File: config.mk
export PLATFORM = sky130hd
export DESIGN_NAME = seqdet_rr_sched
export DESIGN_NICKNAME = d
export VERILOG_FILES = /design/src/rtl/seqdet_rr_sched.sv
export SDC_FILE = /design/constraint.sdc
export NUM_CORES = 1
export LEC_CHECK = 0
export ABC_AREA = 0
export CAP_MARGIN = 25
export CORE_MARGIN = 2
export CORE_UTILIZATION = 46
export CTS_BUF_LIST = sky130_fd_sc_hd__clkbuf_8 sky130_fd_sc_hd__clkbuf_16
export DETAILED_ROUTE_END_ITERATION = 10
export DONT_BUFFER_PORTS = 1
export GPL_ROUTABILITY_DRIVEN = 0
export SLEW_MARGIN = 20
export SYNTH_ARGS = -nofsm -noshare
export SYNTH_HDL_FRONTEND = slang
export SYNTH_SLANG_ARGS = --single-unit
File: constraint.sdc
create_clock -name clk -period 4.15 [get_ports clk]
set_clock_uncertainty 0.05 [all_clocks]
set_input_delay 1.0375 -clock clk [delete_from_list [all_inputs] [get_ports clk]]
set_output_delay 1.0375 -clock clk [all_outputs]
set_load 0.005 [all_outputs]
File: src/rtl/seqdet_rr_sched.sv
// seqdet_rr_sched
//   One shared "01" sequence-detect engine (Moore, 3 states) time-multiplexed
//   over NCH serial bit channels. A round-robin arbiter grants at most one
//   channel per cycle. The engine advances that channel's stored state
//   context and reports a detection tagged with the channel index.
//
// Handshake: a bit on channel i transfers on a rising clk edge when
//   bit_valid[i] & bit_ready[i]. bit_ready is the arbiter grant. It is
//   combinational and depends on bit_valid (ready-after-valid), so a
//   producer raises valid without waiting for ready. A producer holds
//   valid/data until the bit is taken.
//
// Ports:
//   clk        in   1      clock, rising edge
//   rst        in   1      asynchronous reset, active-high
//   en         in   1      global enable; 0 -> no grants
//   bit_valid  in   NCH    per-channel bit offer
//   bit_in     in   NCH    per-channel serial data bit
//   bit_ready  out  NCH    per-channel grant (one-hot or zero)
//   ch_clr     in   NCH    per-channel synchronous context clear
//   det_vld    out  1      registered one-cycle detection pulse
//   det_ch     out  CHW    channel of the detection (holds between pulses)
//   busy       out  1      registered; some context is in S1 or S2
//   cnt_sel    in   CHW    hit-counter select   (SEQDET_HITCNT_EN only)
//   cnt_data   out  8      selected hit counter (SEQDET_HITCNT_EN only)
//   dbg_ctx    out  2*NCH  debug: all channel contexts, channel i at [2i+1:2i]
//
// Optional build macro: SEQDET_HITCNT_EN adds per-channel 8-bit saturating
//   hit counters with the cnt_sel/cnt_data read port.

module seqdet_rr_sched #(
  parameter int NCH = 4,
  parameter int CHW = $clog2(NCH)
) (
  input  logic             clk,
  input  logic             rst,
  input  logic             en,
  input  logic [NCH-1:0]   bit_valid,
  input  logic [NCH-1:0]   bit_in,
  output logic [NCH-1:0]   bit_ready,
  input  logic [NCH-1:0]   ch_clr,
  output logic             det_vld,
  output logic [CHW-1:0]   det_ch,
  output logic             busy,
`ifdef SEQDET_HITCNT_EN
  input  logic [CHW-1:0]   cnt_sel,
  output logic [7:0]       cnt_data,
`endif
  output logic [2*NCH-1:0] dbg_ctx
);

  localparam logic [1:0] S0 = 2'd1;
  localparam logic [1:0] S1 = 2'd2;
  localparam logic [1:0] S2 = 2'd3;

  logic [1:0]     r_ctx   [NCH];
  logic [1:0]     w_ctx_n [NCH];
  logic [CHW-1:0] r_ptr;
  logic [NCH-1:0] w_elig;
  logic [NCH-1:0] w_grant;
  logic [NCH-1:0] w_hit;
  logic [CHW-1:0] w_gidx;
  logic           w_found;
  logic           w_busy_n;

  // (a + k) mod NCH for 0 <= k < NCH; NCH need not be a power of two.
  function automatic logic [CHW-1:0] wrap_add(input logic [CHW-1:0] a, input int k);
    int s;
    s = int'(a) + k;
    if (s >= NCH) s = s - NCH;
    return CHW'(s);
  endfunction

  // Moore "01" detector step. The illegal code 2'd0 behaves as S0.
  function automatic logic [1:0] fsm_next(input logic [1:0] cur, input logic x);
    case (cur)
      S1:      return x ? S2 : S1;
      S2:      return x ? S0 : S1;
      default: return x ? S0 : S1;
    endcase
  endfunction

  // A channel being cleared is never granted; its bit stays offered.
  assign w_elig = (en && !rst) ? (bit_valid & ~ch_clr) : '0;

  // Round-robin search starting at r_ptr; first eligible channel wins.
  always_comb begin
    w_grant = '0;
    w_gidx  = '0;
    w_found = 1'b0;
    for (int k = 0; k < NCH; k++) begin
      if (!w_found && w_elig[wrap_add(r_ptr, k)]) begin
        w_found                    = 1'b1;
        w_gidx                     = wrap_add(r_ptr, k);
        w_grant[wrap_add(r_ptr, k)] = 1'b1;
      end
    end
  end

  assign bit_ready = w_grant;

  // Next contexts: clear beats everything, grant steps the FSM, else hold.
  always_comb begin
    w_busy_n = 1'b0;
    w_hit    = '0;
    for (int i = 0; i < NCH; i++) begin
      if (ch_clr[i]) begin
        w_ctx_n[i] = S0;
      end else if (w_grant[i]) begin
        w_ctx_n[i] = fsm_next(r_ctx[i], bit_in[i]);
      end else begin
        w_ctx_n[i] = (r_ctx[i] == 2'd0) ? S0 : r_ctx[i];
      end
      w_hit[i] = w_grant[i] && (w_ctx_n[i] == S2);
      if (w_ctx_n[i] == S1 || w_ctx_n[i] == S2) w_busy_n = 1'b1;
    end
  end

  always_ff @(posedge clk or posedge rst) begin
    if (rst) begin
      for (int i = 0; i < NCH; i++) r_ctx[i] <= S0;
      r_ptr   <= '0;
      det_vld <= 1'b0;
      det_ch  <= '0;
      busy    <= 1'b0;
    end else begin
      for (int i = 0; i < NCH; i++) r_ctx[i] <= w_ctx_n[i];
      if (w_found) r_ptr <= wrap_add(w_gidx, 1);
      det_vld <= |w_hit;
      if (|w_hit) det_ch <= w_gidx;
      busy    <= w_busy_n;
    end
  end

  always_comb begin
    dbg_ctx = '0;
    for (int i = 0; i < NCH; i++) dbg_ctx[2*i +: 2] = r_ctx[i];
  end

`ifdef SEQDET_HITCNT_EN
  logic [7:0] r_cnt [NCH];

  // Clear wins over a coinciding increment; counters stick at 8'hFF.
  always_ff @(posedge clk or posedge rst) begin
    if (rst) begin
      for (int i = 0; i < NCH; i++) r_cnt[i] <= '0;
    end else begin
      for (int i = 0; i < NCH; i++) begin
        if (ch_clr[i]) r_cnt[i] <= '0;
        else if (w_hit[i] && r_cnt[i] != 8'hFF) r_cnt[i] <= r_cnt[i] + 8'd1;
      end
    end
  end

  assign cnt_data = r_cnt[cnt_sel];
`endif

endmodule

==> run summary <==
The run finished with clean final reports. The via count of the first global-routing pass is 1160. Before antenna repair, the detailed router went through 4 iterations. During synthesis, Yosys emitted a total of 0 warnings.

The clock reaches the later pin of the worst-skew pair after 0.25 ns. The standby leakage power is 0.590 nW. The final design instance area without fill came out at 1400 µm². The number of distinct library cell variants in the gate-level netlist after synthesis is 37. The commonest cells after synthesis are 12 x sky130_fd_sc_hd__inv_1, 10 x sky130_fd_sc_hd__dfrtp_1, 9 x sky130_fd_sc_hd__nand2_1, 9 x sky130_fd_sc_hd__nand2b_1.

The type of the worst min-delay path is flip-flop to flip-flop. The dominant cell type by area after synthesis is sky130_fd_sc_hd__dfrtp_1. The portion of the post-synthesis area used by sequential elements is 27.5%.

The routed wire length is 3170 µm. The first routing iteration left 58 violations. The number of vias per cell after detailed routing is 6.48. Of the cells placed in the final design, the portion with a size suffix greater than 1 is 11.9%. The worst setup path is captured at a primary output.

For this run, the share of the core covered by cells in the final layout is 51.7%. The gate count of the mapped netlist came out at roughly 150. The tool flagged a number of max-cap violations equal to 0. No sink is reached through more buffers than the 2 on the longest clock path.

The worst setup path is launched from a flip-flop. The most used flip-flop cell after synthesis is sky130_fd_sc_hd__dfrtp_1. The root buffer cell chosen for the clock tree is sky130_fd_sc_hd__clkbuf_8. The final-report hold violation count is 0. The total count of max-transition violations in the final report is 0. The largest vdd supply drop is slightly below 0.5 mV. Counting flops with a built-in enable in the synthesized netlist gives 0. The power per cell area is 550 nW/µm². The post-synthesis net count came out at ~170. The row count came out at 19. The number of nets in the layout came out at 173.

The DRC violation count after routing came out at 0. The hold buffer count at CTS came out at 0. The total of fill cells in the finished design came out at 264. The number of standard cells in the final layout excluding fillers came out at 182. The post-layout minimum cycle time came out at 3.93 ns. The count of buffers added on input and output ports is 0.

The total global routing track utilization came out at 20.8%. The transition at the pin with the smallest max-transition slack is 0.750 ns. The total die area is 3240 µm².

The async set or reset register ratio after synthesis came out at 100%. The total power after layout came out at 0.770 mW. The final cycle utilization of the critical path came out at 94.6%.

The aggregate negative setup slack came out at 0 ns. The number of placed instances with taps included came out at 178. The cell area that synthesis handed to floorplanning was 1290 µm². The horizontal extent of the die is 57.0 µm. Setup repair after global routing left no endpoint under its margin.

The highest attainable clock frequency is 255 MHz. Summing all placed instances gives a cell area of 1360 µm². The top cell type by area accounts for 19.4% of the synthesized area. The final routed wire length divided by cell count is 17.4 µm.

In this run the worst path has a maximum fanout of 12. The area added between synthesis and finish is 8.54%. The worst setup path is of the flip-flop to primary output kind. The vertical die dimension is 57.0 µm.

CTS built an H-tree with a depth of 1. The count of inserted antenna diode cells is 0. The critical path goes through inv_1 -> ha_1 -> nand2b_1 -> nor4_1 -> nor2_1 -> a22oi_1 -> a22o_1. Counting the buffers created by CTS gives 3.

The first global-routing pass estimated 5270 µm of wire. The number of nets still failing antenna checks after routing is 0. The most common cell in the synthesized netlist is sky130_fd_sc_hd__inv_1. The post-CTS setup buffer count came out at 0.

A synthesized cell averages 8.78 µm². Once the floorplan was initialized, standard cells occupied 47.6% of the core. Headroom to the max-slew limit came out at 50.0%.

The post-detailed-placement half-perimeter wirelength came out at 2470 µm. The number of antenna violations at the first check in global routing was 0. The post-cts gate resize count came out at 0. Clock-pin slew was measured on the worst setup and hold paths at 0.06 ns. The total global routing overflow is 0. Entering global routing, the biggest net connects 20 pins. The post-placement worst setup slack is 0.387 ns. In this run, synthesis produced a sequential element count of 14. The core region is 2710 µm². The required time reported for the critical path endpoint came out at between 3 and 4 ns. The count of clock tree sinks is 14. The clock tree from TritonCTS is built. The delay contributed by the slowest stage of the critical path is roughly 0.60 ns. Ranked by total cell area, the synthesized netlist is headed by sky130_fd_sc_hd__dfrtp_1 19%, sky130_fd_sc_hd__dfstp_2 8.1%, sky130_fd_sc_hd__ha_1 5.8%. Summing over every cut layer, the via total after detailed routing is 1179. The data arrival at the endpoint of the critical path came out at ~2.8 ns.

The post-route worst setup slack came out at around 0.22 ns. The count of final setup violators came out at 0. The largest individual stage delay along the critical path comes from the cell sky130_fd_sc_hd__a22oi_1.

The I/O pin count came out at 31. Final hold analysis gives a worst-case slack of about 0.48 ns.
==> sequential cells by signal, indices dropped and copies added, names as in the netlist <==
name and flops:
det_vld 1, r_ptr 2, busy 1, det_ch 2, dbg_ctx 8
==> logic make-up (layout without fill, tap and decap cells) <==
kind of cell | after synthesis | in the layout | share of synthesized area, %
adder cells (fa/ha/maj) | 6 | 6 | 5.82
AND/OR/NAND/NOR | 58 | 58 | 26.7
AO/OA/AOI/OAI | 39 | 39 | 23.0
flip-flops | 14 | 14 | 27.5
XOR/XNOR | 2 | 2 | 1.36
buffers and inverters | 19 | 23 | 5.53
multiplexers | 9 | 9 | 10.1
==> per-layer routing <==
| layer | global-route usage, % | share of wire (%) |
|---|---|---|
| met5 | 0 | 0 |
| met4 | 6.31 | 1.7 |
| met2 | 34.6 | 49 |
| met1 | 26.5 | 43 |
| met3 | 5.44 | 5.6 |
==> worst max-delay path: cells and delay by family (launching register included) <==
kind | cells | cell delay, ns
compound gates | 2 | 0.95
fa+ha+maj | 1 | 0.47
buf+inv | 1 | 0.18
flops | 1 | 0.48
simple gates | 3 | 0.50
==> path summary, 6_finish.rpt <==
check | startpoint | endpoint | slack (ns) | depth (start not counted)
max reg2reg | r_ptr[1] | det_ch[0] | 0.70 | 9
max | r_ptr[1] | bit_ready[1] | 0.22 | 7
min reg2reg | det_ch[1] | det_ch[1] | 0.48 | 1
min in group asynchronous | rst | r_ptr[1] | 0.65 | 2
max in group asynchronous | rst | dbg_ctx[0] | 3.15 | 2
min | det_ch[1] | det_ch[1] | 0.48 | 1
==> final cells by class <==
| class | count | area (µm²) | area share [%] |
|---|---|---|---|
| clock buffer | 3 | 41.3 | 2.95 |
| clock inverter | 1 | 3.75 | 0.268 |
| inverter | 12 | 45.0 | 3.22 |
| multi-input combinational | 114 | 863 | 61.7 |
| sequential | 14 | 355 | 25.4 |
| tap | 31 | 38.8 | 2.77 |
| timing repair buffer | 7 | 52.6 | 3.75 |
==> placed cells by master (no fill, tap or decap), drive strengths merged, types with 4 or more instances in the layout <==
cell    instances
nand3           5
dfstp           4
a31oi           5
nand2           9
ha              6
nor3            6
inv            13
a32o            4
nor2            7
buf             7
a21oi           6
nor3b           5
a221o           4
mux2i           4
dfrtp          10
a22o            6
nand2b          9
==> where the power goes <==
part	internal, mW	leakage, nW	switching (mW)
sequential	0.166	0.176	0.0262
combinational	0.199	0.387	0.265
clock	0.0655	0.0269	0.0479
No activity file was read; power rests on OpenSTA's default activity.
